**src/rtl/calc_key_seq.sv**
```systemverilog
// rtl/calc_key_seq.sv - keypad add/sub sequencer driving a downstream add/sub controller
// Optional build macro: CALC_WAIT_TIMEOUT_EN (WAIT-state timeout to ERR after TIMEOUT cycles).
module calc_key_seq #(
    parameter int W       = 8,
    parameter int TIMEOUT = 15
) (
    input  logic         clk,
    input  logic         rst,
    input  logic         key_valid,
    input  logic [3:0]   key_code,
    input  logic         done,
    input  logic         v_,
    output logic         ad,
    output logic         su,
    output logic [W-1:0] x_opnd,
    output logic [W-1:0] y_opnd,
    output logic         busy,
    output logic         err
);

    typedef enum logic [2:0] {S_X, S_Y, S_GO, S_WAIT, S_ERR} state_t;

    state_t         state;
    state_t         state_nxt;
    logic [W-1:0]   x_nxt;
    logic [W-1:0]   y_nxt;
    logic           op;
    logic           op_nxt;
    logic           is_digit;
    logic           is_add;
    logic           is_sub;
    logic           is_eq;
    logic           is_clr;
    logic [W-1:0]   active;
    logic [W+3:0]   cand;
    logic           fits;
    logic           timeout_hit;

    generate
        if (TIMEOUT < 1) begin : g_bad_timeout
            $error("TIMEOUT must be at least 1");
        end
    endgenerate

    assign is_digit = key_valid && (key_code <= 4'd9);
    assign is_add   = key_valid && (key_code == 4'd10);
    assign is_sub   = key_valid && (key_code == 4'd11);
    assign is_eq    = key_valid && (key_code == 4'd12);
    assign is_clr   = key_valid && (key_code == 4'd13);

    // Candidate operand*10+d computed 4 bits wider so an out-of-range entry is detected, not wrapped.
    assign active = (state == S_Y) ? y_opnd : x_opnd;
    assign cand   = ({4'b0000, active} * (W+4)'(10)) + {{W{1'b0}}, key_code};
    assign fits   = (cand <= {4'b0000, {W{1'b1}}});

`ifdef CALC_WAIT_TIMEOUT_EN
    localparam int CW = (TIMEOUT > 1) ? $clog2(TIMEOUT + 1) : 1;
    localparam logic [CW-1:0] LAST = CW'(TIMEOUT - 1);
    logic [CW-1:0] cnt;

    always_ff @(posedge clk or posedge rst) begin
        if (rst) begin
            cnt <= '0;
        end else if (state != S_WAIT) begin
            cnt <= '0;
        end else if (!done) begin
            cnt <= cnt + 1'b1;
        end
    end

    assign timeout_hit = (cnt == LAST);
`else
    assign timeout_hit = 1'b0;
`endif

    always_comb begin
        state_nxt = state;
        x_nxt     = x_opnd;
        y_nxt     = y_opnd;
        op_nxt    = op;
        case (state)
            S_X: begin
                if (is_digit && fits) begin
                    x_nxt = cand[W-1:0];
                end else if (is_add || is_sub) begin
                    op_nxt    = is_sub;
                    state_nxt = S_Y;
                end else if (is_clr) begin
                    x_nxt  = '0;
                    y_nxt  = '0;
                    op_nxt = 1'b0;
                end
            end
            S_Y: begin
                if (is_digit && fits) begin
                    y_nxt = cand[W-1:0];
                end else if (is_add || is_sub) begin
                    op_nxt = is_sub;
                end else if (is_eq) begin
                    state_nxt = S_GO;
                end else if (is_clr) begin
                    x_nxt     = '0;
                    y_nxt     = '0;
                    op_nxt    = 1'b0;
                    state_nxt = S_X;
                end
            end
            S_GO: begin
                state_nxt = S_WAIT;
            end
            S_WAIT: begin
                // Abort has priority over a completion arriving in the same cycle.
                if (is_clr || (done && !v_)) begin
                    x_nxt     = '0;
                    y_nxt     = '0;
                    op_nxt    = 1'b0;
                    state_nxt = S_X;
                end else if (done || timeout_hit) begin
                    state_nxt = S_ERR;
                end
            end
            S_ERR: begin
                if (is_clr) begin
                    x_nxt     = '0;
                    y_nxt     = '0;
                    op_nxt    = 1'b0;
                    state_nxt = S_X;
                end
            end
            default: begin
                state_nxt = S_X;
            end
        endcase
    end

    // Status outputs are registered from the next state so they line up with the state they describe.
    always_ff @(posedge clk or posedge rst) begin
        if (rst) begin
            state  <= S_X;
            x_opnd <= '0;
            y_opnd <= '0;
            op     <= 1'b0;
            ad     <= 1'b0;
            su     <= 1'b0;
            busy   <= 1'b0;
            err    <= 1'b0;
        end else begin
            state  <= state_nxt;
            x_opnd <= x_nxt;
            y_opnd <= y_nxt;
            op     <= op_nxt;
            ad     <= (state_nxt == S_GO) && !op_nxt;
            su     <= (state_nxt == S_GO) && op_nxt;
            busy   <= (state_nxt == S_GO) || (state_nxt == S_WAIT);
            err    <= (state_nxt == S_ERR);
        end
    end

endmodule

```
**config.mk**
```make
export PLATFORM = sky130hd
export DESIGN_NAME = calc_key_seq
export DESIGN_NICKNAME = d
export VERILOG_FILES = /design/src/rtl/calc_key_seq.sv
export SDC_FILE = /design/constraint.sdc
export NUM_CORES = 1
export LEC_CHECK = 0
export ABC_AREA = 1
export CORE_MARGIN = 3
export CORE_UTILIZATION = 45
export DETAILED_ROUTE_END_ITERATION = 7
export PLACE_DENSITY = 0.67
export SETUP_SLACK_MARGIN = 0.5
export SYNTH_ARGS = -nofsm -noshare
export SYNTH_HDL_FRONTEND = slang
export SYNTH_SLANG_ARGS = --single-unit
```
**constraint.sdc**
```tcl
create_clock -name clk -period 7.4 [get_ports clk]
set_input_delay 1.48 -clock clk [delete_from_list [all_inputs] [get_ports clk]]
set_output_delay 1.48 -clock clk [all_outputs]
set_load 0.02 [all_outputs]
```
After elaboration in Yosys (flattened, before gate mapping)
Cells that the tools add are included.
- flip-flop bits (word level): 24
- bits of input ports: 9
- output and inout port bits: 20
- logic and storage cells: 83
- add/sub/neg operators: 1
- $mul: 1
- magnitude comparators: 2
- eq/ne operators: 20
- muxes and demuxes: 33
- reductions and logical operators: 18
- operators by type and width (cell ; number):
    2-to-1 mux 8 bit ; 14
    case mux 8 bit (4 select lines) ; 2
    2-to-1 mux 3 bit ; 8
    equality test 4 bit, second input constant ; 4
    case mux 3 bit (5 select lines) ; 1
    adder 12 x 4 -> 12 bit ; 1
    equality test 3 x 2 -> 1 bit, second input constant ; 4
    <= comparator 12 x 8 -> 1 bit, second input constant ; 1
    inequality test 2 bit, second input constant ; 6
    AND reduction 6 bit ; 2
    multiplier 8 x 3 -> 11 bit, second input constant ; 1
    logical AND 1 bit ; 9
    2-to-1 mux 1 bit ; 7
    equality test 3 bit, second input constant ; 2
    inequality test 3 bit, second input constant ; 2
    <= comparator 4 bit, second input constant ; 1
    case mux 1 bit (4 select lines) ; 1
    nonzero test 4 bit ; 1
    equality test 3 x 1 -> 1 bit, second input constant ; 1
    zero test 3 bit ; 1
    logical OR 1 bit ; 3
    inequality test 3 x 2 -> 1 bit, second input constant ; 1
    zero test 1 bit ; 2

Longest topological paths before layout
- word-level depth: 10
- mapped depth: 26
- depth with buffers taken out: 23

Least setup slack after synthesis
Ideal clock, no wire load.
- path type: register to register
- start point: reg state[2]
- end point: reg y_opnd[0]
- setup time: 0.117 ns
- data arrival time: 3.339 ns
- required time: 7.283 ns
- setup slack: 3.944 ns
- cell stages (with the launch flop): 25
- buffers on the path: 3
- clock period less this slack: 3.456 ns
- cell sequence: dfrtp_1 -> nor2_1 -> nand2_1 -> buf_2 -> clkbuf_1 -> o21ai_0 -> ha_1 -> ha_1 -> inv_1 -> fa_1 -> nor2_1 -> nand3_1 -> nand2_1 -> nand2_2 -> nor2_4 -> nor2_1 -> nor2_4 -> nand3_4 -> buf_6 -> nand2_1 -> nand2_1 -> nand2_1 -> nand2_1 -> nand2_1 -> nand2_1
- longest elaborated chain between the ends: 8
- elaborated cells between the ends (all ways): 18
- RTL lines (element ; RTL line ; RTL):
    start: declaration ; 23 ; state_t state;
    start signal: assignment ; 148 ; state <= state_nxt;
    equality test 3 x 1 -> 1 bit ; 52, 81 ;
    2-to-1 mux 8 bit ; 52 ; assign active = (state == S_Y) ? y_opnd : x_opnd;
    multiplier 8 x 3 -> 11 bit ; 53 ; assign cand = ({4'b0000, active} * (W+4)'(10)) + {{W{1'b0}}, key_code};
    adder 12 x 4 -> 12 bit ; 53 ;
    <= comparator 12 x 8 -> 1 bit ; 54 ; assign fits = (cand <= {4'b0000, {W{1'b1}}});
    logical AND 1 bit ; 83, 95 ;
    inequality test 3 bit (no line) (tied with other cells) ; - ;
    AND reduction 6 bit (no line) / case mux 8 bit (4 select lines) (equally long branches) ; - ;
    end signal: assignment ; 150 ; y_opnd <= y_nxt;
    end: declaration ; 16 ; output logic [W-1:0] y_opnd,
Several ways; a longest one is shown, not always the timed one.
A chain may end at the register's enable or synchronous reset.

Worst setup path in the final report
- start point: reg state[2]
- end point: reg y_opnd[2]
Same word-level chain as after synthesis.

==> metrics.log <==
[metrics] outcome: completed
[metrics] Initial Util: 47.87%
[metrics] HPWL Detailed: roughly 4800 um
[metrics] startpoint type of the worst setup path: flop
[metrics] count of mapped cells out of synthesis: 380
[metrics] largest net degree at the start of global routing: 25
[metrics] clock network fraction of total power: 11.3%
[metrics] dominant combinational cell family by area after synthesis: simple AND/OR/NAND/NOR gates
[metrics] Die ar.: around 6100 um^2
[metrics] deepest clock path buffer count: 2
[metrics] number of hold violations in the final report: 0
[metrics] post-synthesis area per instance: 6.108 um^2
[metrics] Final Non-Filler Cells: 472
[metrics] via count of the first global-routing pass: 2325
[metrics] core region area: 4848 um^2
[metrics] antenna viol nets, final: 0
[metrics] normalized max-slew margin: between 30% and 40%
[metrics] total wirelength of the detailed-routed design: between 5000 and 6000 um
[metrics] number of nets in the finished design: between 400 and 500
[metrics] setup TNS: 0 ps
[metrics] total power consumption of the routed design: between 1 and 1.5 mW
[metrics] largest voltage drop on the vdd net: 0.1723 mV
[metrics] area share of xor/xnor cells in the synthesized design: about 2.3%
[metrics] setup repair after global routing missed its margin: no
[metrics] # clock sinks: 24
[metrics] iteration count of the initial detailed-routing pass: 4
[metrics] area fraction in and, or, nand and nor cells after synthesis: between 40% and 50%
[metrics] Synth Net Count: 404
[metrics] number of H-tree levels: 1
[metrics] transition at the pin with the smallest max-transition slack: approximately 900 ps
[metrics] first-iteration detailed-routing DRC count: 118
[metrics] Warnings, synthesis: 0
[metrics] number of clock buffers inserted by TritonCTS: 3
[metrics] Inst Count DP: ~470
[metrics] count of buffers inserted at the top-level ports: 28
[metrics] Clock Skews: roughly 8.5 ps
[metrics] clock latency on the worst-skew pair: 280 ps
[metrics] fraction of power spent switching nets: between 50% and 60%
[metrics] overall via count from detail_route: between 2000 and 2500
[metrics] period utilisation layout: 53.27%
[metrics] fin util: 56.13%
[metrics] global-route wire length before repair: 10380 um
[metrics] number of hold buffers added after CTS: 0
[metrics] pre-CTS WS: 3371 ps
[metrics] boundary pin count: 29
[metrics] Final Max Slew Viols: 0
[metrics] sequential cell fraction of total power: between 15 and 20%
[metrics] CP Data Required Time: about 7600 ps
[metrics] vertical die dimension: between 70 and 80 um
[metrics] die width: 77.82 um
[metrics] kind of end point of the critical path: flop
[metrics] setup repair bufs after CTS: 0
[metrics] global placement routability congestion: about 0.9
[metrics] Data arrival, critical path: between 4000 and 5000 ps
[metrics] Worst-path clk slew: about 90 ps
[metrics] multiplexer share of the synthesized area: 0%
[metrics] peak fanout along the critical path: 20
[metrics] Max Clock Freq: 253.7 MHz
[metrics] routed wirelength normalized by instance count: between 10 and 15 um
[metrics] global-route usage over all layers: about a fifth
[metrics] Switching Power: 0.5629 mW
[metrics] GRT overflow: 0
[metrics] critical setup path kind: flop to flop
[metrics] area share of fa/ha/maj cells after synthesis: under 10%
[metrics] detail-routed via count per cell: a little under 5
[metrics] Diodes inserted: 0
[metrics] complex-gate fraction of the synthesized area: between 7 and 8%
[metrics] logic gate share of total power: a little over two thirds
[metrics] power density cells: just under 400 nW/um^2
[metrics] total standard cell area after synthesis: approximately 2300 um^2
[metrics] Final Critical Period: between 3000 and 4000 ps
[metrics] count of cell types in the netlist: 33
[metrics] Root Driver: sky130_fd_sc_hd__clkbuf_8
[metrics] sequential area share after synthesis: about a quarter
[metrics] post-cts resize count: 0
[metrics] number of max-capacitance violations reported: 0
[metrics] FF+latch count, synth: 24
[metrics] initial antenna violation count: 0
[metrics] Min-Delay Path Class: flop to flop
[metrics] DRC violations left: 0
[metrics] number of rows in the core area: 25
[metrics] Final Worst Setup Slack: 3458 ps
[metrics] P&R area growth vs syn: 17.25%
[metrics] final-report setup violation count: 0
[metrics] LEAKAGE: between 1.5 and 2 nW
[metrics] Internal Power: ~0.50 mW
[metrics] proportion of layout cells with a drive suffix above 1: between 5 and 6%
[metrics] clock tree from TritonCTS: built
==> through the flow <==
| step | area, um^2 | hold WS, ps |
|---|---|---|
| after floorplan | 2321 | 564.0 |
| after CTS | 2721 | 514.5 |
| final | 2721 | 512.6 |
| after global placement | 2650 | 489.3 |
| after global routing | 2721 | 556.4 |
| after detailed placement | 2650 | 492.5 |
==> layout make-up <==
| type | instances | area, um^2 |
|---|---|---|
| Fill cell | 501 | 2127 |
| Multi-Input combinational cell | 294 | 1479 |
| Sequential cell | 24 | 600.6 |
| Timing Repair Buffer | 28 | 280.3 |
| Inverter | 55 | 206.4 |
| Tap cell | 67 | 83.83 |
| Clock buffer | 3 | 41.29 |
| Clock inverter | 1 | 30.03 |
==> per-layer routing <==
| layer | share of wire [%] | track usage [%] | vias to the layer above |
|---|---|---|---|
| li1 | - | - | 1214 |
| met1 | 48 | 27.64 | 1059 |
| met2 | 46 | 35.53 | 43 |
| met3 | 3.7 | 3.248 | 10 |
| met4 | 2.2 | 6.050 | 0 |
| met5 | 0 | 0 | - |
==> registers in the layout, indices dropped and copies added, names as in the netlist <==
signal	count
busy	1
err	1
state	3
y_opnd	8
su	1
ad	1
op	1
x_opnd	8
==> logic make-up after synthesis <==
| family | after synthesis |
|---|---|
| flops | 24 |
| xor+xnor | 6 |
| buf+inv | 62 |
| compound gates | 26 |
| simple gates | 247 |
| fa+ha+maj | 15 |
==> synth_stat cells <==
| library cell | number | area [um^2] |
|---|---|---|
| sky130_fd_sc_hd__nand2_1 | 172 | 645.6 |
| sky130_fd_sc_hd__o211ai_1 | 3 | 22.52 |
| sky130_fd_sc_hd__nor3_1 | 3 | 15.01 |
| sky130_fd_sc_hd__nand3_2 | 3 | 30.03 |
| sky130_fd_sc_hd__o21a_1 | 1 | 7.510 |
| sky130_fd_sc_hd__nor2_4 | 3 | 33.78 |
| sky130_fd_sc_hd__dfrtp_1 | 24 | 600.6 |
| sky130_fd_sc_hd__inv_2 | 6 | 22.52 |
| sky130_fd_sc_hd__o22ai_1 | 1 | 6.260 |
| sky130_fd_sc_hd__a221oi_2 | 1 | 15.01 |
| sky130_fd_sc_hd__xor2_1 | 2 | 17.52 |
| sky130_fd_sc_hd__nand4_1 | 1 | 6.260 |
| sky130_fd_sc_hd__o21bai_1 | 1 | 7.510 |
| sky130_fd_sc_hd__buf_2 | 1 | 5.000 |
| sky130_fd_sc_hd__a21oi_4 | 1 | 16.27 |
| sky130_fd_sc_hd__xnor2_1 | 4 | 35.03 |
| sky130_fd_sc_hd__nand3_4 | 1 | 17.52 |
| sky130_fd_sc_hd__o21bai_4 | 1 | 18.77 |
| sky130_fd_sc_hd__ha_1 | 13 | 162.7 |
| sky130_fd_sc_hd__nor2_1 | 40 | 150.1 |
| sky130_fd_sc_hd__clkinv_1 | 1 | 3.750 |
| sky130_fd_sc_hd__buf_6 | 1 | 11.26 |
| sky130_fd_sc_hd__or2_1 | 1 | 6.260 |
| sky130_fd_sc_hd__nand2_2 | 3 | 18.77 |
| sky130_fd_sc_hd__a21oi_1 | 5 | 25.02 |
| sky130_fd_sc_hd__inv_1 | 48 | 180.2 |
| sky130_fd_sc_hd__fa_1 | 2 | 40.04 |
| sky130_fd_sc_hd__clkbuf_1 | 5 | 18.77 |
| sky130_fd_sc_hd__nand3_1 | 17 | 85.08 |
| sky130_fd_sc_hd__nand3b_1 | 2 | 15.01 |
| sky130_fd_sc_hd__o21ai_1 | 4 | 20.02 |
| sky130_fd_sc_hd__nand4_4 | 1 | 21.27 |
| sky130_fd_sc_hd__o21ai_0 | 8 | 40.04 |
==> cells in the final DEF, fill, tap and decap left out, types with 2 or more instances in the layout <==
cell type	instances
sky130_fd_sc_hd__nand2_1	172
sky130_fd_sc_hd__inv_1	48
sky130_fd_sc_hd__nor2_1	40
sky130_fd_sc_hd__clkdlybuf4s50_1	28
sky130_fd_sc_hd__dfrtp_1	24
sky130_fd_sc_hd__nand3_1	17
sky130_fd_sc_hd__ha_1	13
sky130_fd_sc_hd__o21ai_0	8
sky130_fd_sc_hd__inv_2	6
sky130_fd_sc_hd__a21oi_1	5
sky130_fd_sc_hd__xnor2_1	4
sky130_fd_sc_hd__o21ai_1	4
sky130_fd_sc_hd__nand3_2	3
sky130_fd_sc_hd__nand2_2	3
sky130_fd_sc_hd__nor2_4	3
sky130_fd_sc_hd__o211ai_1	3
sky130_fd_sc_hd__nor3_1	3
sky130_fd_sc_hd__clkbuf_8	3
sky130_fd_sc_hd__nand3b_1	2
sky130_fd_sc_hd__xor2_1	2
sky130_fd_sc_hd__fa_1	2
==> final timing paths <==
path,slack (ps),from,endpoint,depth (start not counted)
worst min-delay path,510,y_opnd[3],y_opnd[3],2
worst min register to register,510,y_opnd[3],y_opnd[3],2
min in group asynchronous,1690,rst,x_opnd[4],2
worst max register to register,3460,state[2],y_opnd[2],19
max in group asynchronous,5150,rst,y_opnd[2],2
worst max-delay path,3460,state[2],y_opnd[2],19
==> power by group through the flow <==
stage               sequential (mW)  combinational (mW)  clock (mW)
finish                        0.193               0.747       0.120
global route                  0.199               0.854       0.126
CTS                           0.193               0.748       0.121
detailed placement            0.196               0.742           0
global placement              0.194               0.740           0
floorplan                     0.217               0.542           0
==> worst max-delay path: stages (launching register included) <==
cell and delay [ps]:
sky130_fd_sc_hd__dfrtp_1 420, sky130_fd_sc_hd__nor2_1 110, sky130_fd_sc_hd__nand2_1 350, sky130_fd_sc_hd__o21ai_0 460, sky130_fd_sc_hd__ha_1 300, sky130_fd_sc_hd__ha_1 230, sky130_fd_sc_hd__inv_1 80, sky130_fd_sc_hd__fa_1 450
sky130_fd_sc_hd__nor2_1 170, sky130_fd_sc_hd__nand3_1 100, sky130_fd_sc_hd__nand2_1 80, sky130_fd_sc_hd__nand2_2 70, sky130_fd_sc_hd__nor2_4 150, sky130_fd_sc_hd__o21bai_4 130, sky130_fd_sc_hd__nand3_4 220, sky130_fd_sc_hd__nand2_2 100
sky130_fd_sc_hd__nand2_1 90, sky130_fd_sc_hd__nand3_2 160, sky130_fd_sc_hd__nand2_1 110, sky130_fd_sc_hd__nand2_1 60
(Power assumes the default switching activity.)
